[src/rtl/alu_op_sequencer_if.sv]
// Request, response and ALU-core signals for alu_op_sequencer.
// slave = the sequencer; master = the requester, response consumer and core around it.
interface alu_op_sequencer_if #(
   parameter int W = 16
);
   logic         req_valid;
   logic         req_ready;
   logic [3:0]   req_op;
   logic [W-1:0] req_m;
   logic [W-1:0] req_q;
   logic         rsp_valid;
   logic         rsp_ready;
   logic [W-1:0] rsp_hi;
   logic [W-1:0] rsp_lo;
   logic [3:0]   rsp_flags;
   logic         rsp_err;
   logic         alu_start;
   logic [3:0]   alu_s;
   logic [W-1:0] alu_inbus;
   logic [W-1:0] alu_outbus;
   logic         alu_negative;
   logic         alu_zero;
   logic         alu_carry;
   logic         alu_overflow;
   logic         alu_finish;

   modport slave (
      input  req_valid, req_op, req_m, req_q, rsp_ready,
      input  alu_outbus, alu_negative, alu_zero, alu_carry, alu_overflow, alu_finish,
      output req_ready, rsp_valid, rsp_hi, rsp_lo, rsp_flags, rsp_err,
      output alu_start, alu_s, alu_inbus
   );

   modport master (
      output req_valid, req_op, req_m, req_q, rsp_ready,
      output alu_outbus, alu_negative, alu_zero, alu_carry, alu_overflow, alu_finish,
      input  req_ready, rsp_valid, rsp_hi, rsp_lo, rsp_flags, rsp_err,
      input  alu_start, alu_s, alu_inbus
   );
endinterface

[src/rtl/alu_op_sequencer.sv]
// Front-end for the multi-cycle ALU core: issues start, time-multiplexes operands onto the
// core input bus, captures result words/flags at finish and returns them with a watchdog.
module alu_op_sequencer #(
   parameter int W       = 16,
   parameter int T_M     = 1,
   parameter int T_Q     = 2,
   parameter int HI_LAG  = 2,
   parameter int LO_LAG  = 1,
   parameter int TIMEOUT = 255
) (
   input  logic               clk,
   input  logic               rst_b,
   alu_op_sequencer_if.slave  bus
);
   typedef enum logic [1:0] {IDLE, START, BUSY, RESP} state_t;

   state_t             state_q;
   logic [7:0]         k_q;
   logic [7:0]         k_d;
   logic [W-1:0]       m_q;
   logic [W-1:0]       q_q;
   logic [2:0][W-1:0]  hist_q;
   logic [3:0][W-1:0]  hv;
   logic [3:0]         flags_now;

   logic               req_ready_q;
   logic               alu_start_q;
   logic [3:0]         alu_s_q;
   logic [W-1:0]       alu_inbus_q;
   logic               rsp_valid_q;
   logic [W-1:0]       rsp_hi_q;
   logic [W-1:0]       rsp_lo_q;
   logic [3:0]         rsp_flags_q;
   logic               rsp_err_q;

   // hv[0] is this cycle's core output, hv[n] the core output n cycles ago
   assign hv        = {hist_q, bus.alu_outbus};
   assign flags_now = {bus.alu_negative, bus.alu_zero, bus.alu_carry, bus.alu_overflow};
   assign k_d       = (k_q == 8'hFF) ? 8'hFF : k_q + 8'd1;

   function automatic logic [W-1:0] inbus_sel(input logic [7:0] k);
      if (k <= 8'(T_M))      return m_q;
      else if (k <= 8'(T_Q)) return q_q;
      else                   return '0;
   endfunction

   always_ff @(posedge clk or negedge rst_b) begin
      if (!rst_b) begin
         state_q     <= IDLE;
         k_q         <= '0;
         m_q         <= '0;
         q_q         <= '0;
         hist_q      <= '0;
         req_ready_q <= 1'b1;
         alu_start_q <= 1'b0;
         alu_s_q     <= '0;
         alu_inbus_q <= '0;
         rsp_valid_q <= 1'b0;
         rsp_hi_q    <= '0;
         rsp_lo_q    <= '0;
         rsp_flags_q <= '0;
         rsp_err_q   <= 1'b0;
      end else begin
         case (state_q)
            IDLE: begin
               if (bus.req_valid && req_ready_q) begin
                  m_q         <= bus.req_m;
                  q_q         <= bus.req_q;
                  k_q         <= '0;
                  req_ready_q <= 1'b0;
                  alu_start_q <= 1'b1;
                  alu_s_q     <= bus.req_op;
                  alu_inbus_q <= bus.req_m;
                  state_q     <= START;
               end
            end
            START: begin
               hist_q      <= {hist_q[1:0], bus.alu_outbus};
               k_q         <= 8'd1;
               alu_start_q <= 1'b0;
               alu_inbus_q <= inbus_sel(8'd1);
               state_q     <= BUSY;
            end
            BUSY: begin
               hist_q      <= {hist_q[1:0], bus.alu_outbus};
               k_q         <= k_d;
               alu_inbus_q <= inbus_sel(k_d);
               // finish has priority over a watchdog expiry in the same cycle
               if (bus.alu_finish) begin
                  rsp_hi_q    <= hv[HI_LAG];
                  rsp_lo_q    <= hv[LO_LAG];
                  rsp_flags_q <= flags_now;
                  rsp_err_q   <= 1'b0;
                  rsp_valid_q <= 1'b1;
                  alu_s_q     <= '0;
                  alu_inbus_q <= '0;
                  state_q     <= RESP;
               end else if (k_q >= 8'(TIMEOUT)) begin
                  rsp_hi_q    <= '0;
                  rsp_lo_q    <= '0;
                  rsp_flags_q <= '0;
                  rsp_err_q   <= 1'b1;
                  rsp_valid_q <= 1'b1;
                  alu_s_q     <= '0;
                  alu_inbus_q <= '0;
                  state_q     <= RESP;
               end
            end
            RESP: begin
               if (bus.rsp_ready) begin
                  rsp_valid_q <= 1'b0;
                  req_ready_q <= 1'b1;
                  state_q     <= IDLE;
               end
            end
            default: state_q <= IDLE;
         endcase
      end
   end

   assign bus.req_ready = req_ready_q;
   assign bus.alu_start = alu_start_q;
   assign bus.alu_s     = alu_s_q;
   assign bus.alu_inbus = alu_inbus_q;
   assign bus.rsp_valid = rsp_valid_q;
   assign bus.rsp_hi    = rsp_hi_q;
   assign bus.rsp_lo    = rsp_lo_q;
   assign bus.rsp_flags = rsp_flags_q;
   assign bus.rsp_err   = rsp_err_q;
endmodule
[src/flat_wrapper.sv]
// flat-port wrapper written by rule: the top's interface ports become plain ports
module alu_op_sequencer_flat 
#(
   parameter int W       = 16,
   parameter int T_M     = 1,
   parameter int T_Q     = 2,
   parameter int HI_LAG  = 2,
   parameter int LO_LAG  = 1,
   parameter int TIMEOUT = 255
)
  (clk, rst_b, bus_req_valid, bus_req_op, bus_req_m, bus_req_q, bus_rsp_ready, bus_alu_outbus, bus_alu_negative, bus_alu_zero, bus_alu_carry, bus_alu_overflow, bus_alu_finish, bus_req_ready, bus_rsp_valid, bus_rsp_hi, bus_rsp_lo, bus_rsp_flags, bus_rsp_err, bus_alu_start, bus_alu_s, bus_alu_inbus);
  alu_op_sequencer_if #(.W(W)) bus_i ();
  input  logic clk;
  input  logic rst_b;
  input wire logic [$bits(bus_i.req_valid)-1:0] bus_req_valid;
  input wire logic [$bits(bus_i.req_op)-1:0] bus_req_op;
  input wire logic [$bits(bus_i.req_m)-1:0] bus_req_m;
  input wire logic [$bits(bus_i.req_q)-1:0] bus_req_q;
  input wire logic [$bits(bus_i.rsp_ready)-1:0] bus_rsp_ready;
  input wire logic [$bits(bus_i.alu_outbus)-1:0] bus_alu_outbus;
  input wire logic [$bits(bus_i.alu_negative)-1:0] bus_alu_negative;
  input wire logic [$bits(bus_i.alu_zero)-1:0] bus_alu_zero;
  input wire logic [$bits(bus_i.alu_carry)-1:0] bus_alu_carry;
  input wire logic [$bits(bus_i.alu_overflow)-1:0] bus_alu_overflow;
  input wire logic [$bits(bus_i.alu_finish)-1:0] bus_alu_finish;
  output wire logic [$bits(bus_i.req_ready)-1:0] bus_req_ready;
  output wire logic [$bits(bus_i.rsp_valid)-1:0] bus_rsp_valid;
  output wire logic [$bits(bus_i.rsp_hi)-1:0] bus_rsp_hi;
  output wire logic [$bits(bus_i.rsp_lo)-1:0] bus_rsp_lo;
  output wire logic [$bits(bus_i.rsp_flags)-1:0] bus_rsp_flags;
  output wire logic [$bits(bus_i.rsp_err)-1:0] bus_rsp_err;
  output wire logic [$bits(bus_i.alu_start)-1:0] bus_alu_start;
  output wire logic [$bits(bus_i.alu_s)-1:0] bus_alu_s;
  output wire logic [$bits(bus_i.alu_inbus)-1:0] bus_alu_inbus;
  assign bus_i.req_valid = bus_req_valid;
  assign bus_i.req_op = bus_req_op;
  assign bus_i.req_m = bus_req_m;
  assign bus_i.req_q = bus_req_q;
  assign bus_i.rsp_ready = bus_rsp_ready;
  assign bus_i.alu_outbus = bus_alu_outbus;
  assign bus_i.alu_negative = bus_alu_negative;
  assign bus_i.alu_zero = bus_alu_zero;
  assign bus_i.alu_carry = bus_alu_carry;
  assign bus_i.alu_overflow = bus_alu_overflow;
  assign bus_i.alu_finish = bus_alu_finish;
  assign bus_req_ready = bus_i.req_ready;
  assign bus_rsp_valid = bus_i.rsp_valid;
  assign bus_rsp_hi = bus_i.rsp_hi;
  assign bus_rsp_lo = bus_i.rsp_lo;
  assign bus_rsp_flags = bus_i.rsp_flags;
  assign bus_rsp_err = bus_i.rsp_err;
  assign bus_alu_start = bus_i.alu_start;
  assign bus_alu_s = bus_i.alu_s;
  assign bus_alu_inbus = bus_i.alu_inbus;
  alu_op_sequencer #(.W(W), .T_M(T_M), .T_Q(T_Q), .HI_LAG(HI_LAG), .LO_LAG(LO_LAG), .TIMEOUT(TIMEOUT)) u_core (.clk(clk), .rst_b(rst_b), .bus(bus_i));
endmodule
[config.mk]
export PLATFORM = sky130hd
export DESIGN_NAME = alu_op_sequencer_flat
export DESIGN_NICKNAME = d
export VERILOG_FILES = /design/src/rtl/alu_op_sequencer_if.sv /design/src/rtl/alu_op_sequencer.sv /design/src/flat_wrapper.sv
export SDC_FILE = /design/constraint.sdc
export NUM_CORES = 1
export LEC_CHECK = 0
export BUFFER_PORTS_ARGS = -buffer_cell sky130_fd_sc_hd__clkbuf_2
export CORE_MARGIN = 2
export CORE_UTILIZATION = 55
export DETAILED_ROUTE_END_ITERATION = 16
export GPL_TIMING_DRIVEN = 0
export PLACE_DENSITY = 0.8
export SLEW_MARGIN = 10
export SYNTH_ARGS = -nofsm -noshare
export SYNTH_HDL_FRONTEND = slang
export SYNTH_SLANG_ARGS = --single-unit
[constraint.sdc]
create_clock -name clk -period 5.25 [get_ports clk]
set_clock_uncertainty 0.1 [all_clocks]
set_input_delay 0.2625 -clock clk [delete_from_list [all_inputs] [get_ports clk]]
set_output_delay 0.2625 -clock clk [all_outputs]
set_load 0.02 [all_outputs]
==> flow_metrics.py <==
metrics = {
    "status": {
        "status": "completed",
    },
    "finish": {
        "final_common_cell": "dfrtp_1",
        "fillCellCount": 674,
        "antenna_cells": 0,
        "drive_above_1_share": 0.333,
        "final_cell_count_no_fill": 868,
        "layout_common_cells": "dfrtp_1, clkbuf_2, nand2_1",
        "syn_to_final_growth_pct": 32.7,
        "final_core_util": 0.757,
        "finalNetCount": 787,
    },
    "detailed_routing": {
        "ant_nets": 0,
        "finalWirelength_um": 15700,
        "firstDrtPassIters": 5,
        "drc": 0,
        "drt-vias-per-instance": 5.83,
        "wl_per_cell_um": 18.1,
        "drtIter0Drc": 318,
        "num_vias": 5063,
    },
    "grt": {
        "use_met2": 0.463,
        "antenna_found_initial": 0,
        "grt_max_degree": 93,
        "globalRouteTotalUtil": 0.282,
        "grt_use_met3": 0.0605,
        "grt_overflow": 0,
        "grt_pass1_vias": 5094,
        "gr-usage-met1": 0.362,
        "grt_busiest_layer": "met2",
        "grt_pass1_wl_um": 25100,
    },
    "setup_path": {
        "max_stage_delay_ps": 490,
        "rr_startpoint": "u_core.state_q[0]",
        "reg2regPathDepth": 9,
        "cp-end-kind": "flop",
        "cp_slowest_cell": "clkbuf_1",
        "r2r-end": "u_core.bus.alu_inbus[7]",
        "cp_max_fo": 10,
        "path_cells": "inv_1, ha_1, buf_2, and2_1, clkbuf_1, clkbuf_1, a221o_1, o21ai_0, o21ai_1",
        "cp-start-kind": "flop",
        "worstPathArrival_ps": 2940,
        "cp-endpoint": "u_core.bus.alu_inbus[7]",
        "crit_top_cell": "clkbuf_1",
        "cp.required_ps": 5580,
        "r2r_slack_ps": 2640,
        "crit_start": "u_core.state_q[0]",
        "worstSetupPathType": "flop to flop",
    },
    "clocking": {
        "insertion_delay_ps": 520,
        "cts.clk_slew.worst_paths_ps": 60,
        "clk_path_buf_depth": 2,
        "cts_root_buf": "clkbuf_8",
        "cts_tree": "yes",
        "cts_setup_buffers": 0,
        "cts-htree-levels": 4,
        "clock_sinks": 134,
        "cts-buffers-inserted": 17,
    },
    "floorplanning": {
        "num_rows": 37,
        "start_util": 0.571,
        "core_area_um2": 10400,
        "die_height_um": 108,
        "fp.dieW_um": 108,
        "die-area_um2": 11600,
        "ios": 121,
    },
    "sta": {
        "finalHoldViolCount": 0,
        "rsz0062_at_grt": "no",
        "min_period_ps": 2610,
        "worst_pin_slew_ps": 769,
        "relSlewSlack": 0.487,
        "slew_violations": 0,
        "setup_viol": 0,
        "fmax_ghz": 0.383,
        "final.setup.tns_ps": 0,
        "final.period_utilization": 0.498,
    },
    "yosys": {
        "ys_seq_area_frac": 0.567,
        "synth-async-reset-ratio": 1.00,
        "syn_area_um2": 5920,
        "syn_inst": 523,
        "avgSynthCellArea_um2": 11.3,
        "yosys_warnings": 0,
        "synth_top_cell_area_share": 0.562,
        "ys_types": 53,
        "synth_flop_cell": "dfrtp_1",
        "synthTopCellsByArea": "dfrtp_1, mux2_2, nand2_1, nand3_1, o21ai_0",
        "synth_edf_count": 0,
        "synth_top_area_cell": "dfrtp_1",
        "synth_nets": 590,
        "synth_seq_cells": 134,
    },
    "placement": {
        "globalplace.congestion": 0.854,
        "dp.cells": 780,
        "portBuffers": 120,
        "dpl.hpwl_um": 9830,
    },
    "job": {
        "timing.max_cap.violations": 0,
    },
    "pwr": {
        "p_leak_nw": 3.73,
        "power.density_nw_per_um2": 691,
        "p_total_w": 0.00542,
        "vdd.ir_drop.worst_mv": 0.393,
    },
    "worst_hold_path": {
        "min_path_type": "input port to flop",
    },
}
-- where the power goes --
part           internal [W]  switching [W]  total (W)
clock network      0.000694       0.000421    0.00112
registers           0.00155       0.000336    0.00188
logic               0.00103        0.00140    0.00243
-- per-stage QoR --
stage	hold slack [ps]	setup WS, ps	area, um2
global route	52.2	2550	7850
detailed placement	115	2810	6720
CTS	23.7	2770	7850
floorplan	-133	3190	5920
global placement	350	1800	6690
finish	26.9	2640	7850
-- worst max-delay path, delay by kind of cell, from the launching register on --
family / cells / cell delay [ps]
buffers and inverters: 4 / 1060
and+or+nand+nor: 1 / 160
AOI/OAI and AO/OA: 3 / 530
adders and majority gates: 1 / 280
DFF: 1 / 410
-- synthesized netlist by cell type (2+ instances only) --
master and n:
ha_1 6, a22oi_1 15, nand4_1 2, mux2i_1 2, mux2_2 68, buf_1 2
nor3_1 3, inv_1 5, nand3_1 38, a31oi_1 4, nor2b_1 4, o21ai_1 8
nand3_2 2, and3_1 2, and2_1 2, a221o_1 15, dfrtp_1 133, clkbuf_1 22
nor2_1 9, a22o_1 2, buf_2 8, o21ai_2 3, o21ai_0 33, nand2_1 84
o21bai_1 15, a21oi_1 9
-- state kept, by name (all words and copies together), names as in the netlist --
name                  count
u_core.hist_q            32
u_core.state_q            2
u_core.bus.rsp_err        1
u_core.bus.alu_s          4
u_core.bus.rsp_valid      1
u_core.bus.alu_inbus     16
u_core.bus.rsp_hi        16
u_core.bus.req_ready      1
u_core.bus.rsp_flags      4
u_core.bus.alu_start      1
u_core.m_q               16
u_core.k_q                8
u_core.bus.rsp_lo        16
u_core.q_q               16
-- metal layers --
| layer | wire length, um | vias up |
|---|---|---|
| li1 | - | 2279 |
| met4 | 434 | 0 |
| met3 | 847 | 43 |
| met1 | 6520 | 2543 |
| met5 | 0 | - |
| met2 | 7870 | 198 |
-- cell families (layout without fill, tap and decap cells) --
group	Yosys count	count (layout)	synth area share
compound gates	116	116	0.135
mux	70	70	0.133
simple gates	156	156	0.122
fa+ha+maj	6	6	0.0127
buf+inv	41	250	0.0298
flops	134	134	0.567
-- how the worst min path moves through the flow --
stage                                from  slack [ps]  depth (start not counted)                 endpoint
finish                      bus_req_op[0]          30                          3      u_core.bus.alu_s[0]
floorplan                           rst_b        -130                          0  u_core.bus.alu_inbus[0]
global route                bus_req_op[0]          50                          3      u_core.bus.alu_s[0]
CTS                         bus_req_op[0]          20                          3      u_core.bus.alu_s[0]
global placement    u_core.bus.rsp_lo[15]         350                          2    u_core.bus.rsp_lo[15]
detailed placement                  rst_b         110                          1  u_core.bus.rsp_flags[1]
-- cell type report --
| type | count | area [um2] | area share |
|---|---|---|---|
| plain buffers | 35 | 154 | 0.0196 |
| clock buffers | 22 | 453 | 0.0577 |
| clock inverters | 9 | 103 | 0.0131 |
| inverters | 6 | 22.5 | 0.00287 |
| multi-input cells | 348 | 2390 | 0.304 |
| flip-flops and latches | 134 | 3350 | 0.427 |
| well taps | 136 | 170 | 0.0217 |
| repair buffers | 178 | 1210 | 0.154 |
-- what timing repair did --
action	in CTS	in global routing
hold endpoints to repair	113	0
hold buffers	57	0
resized for setup	0	0
Note: power is estimated with default switching activity, not from simulation.
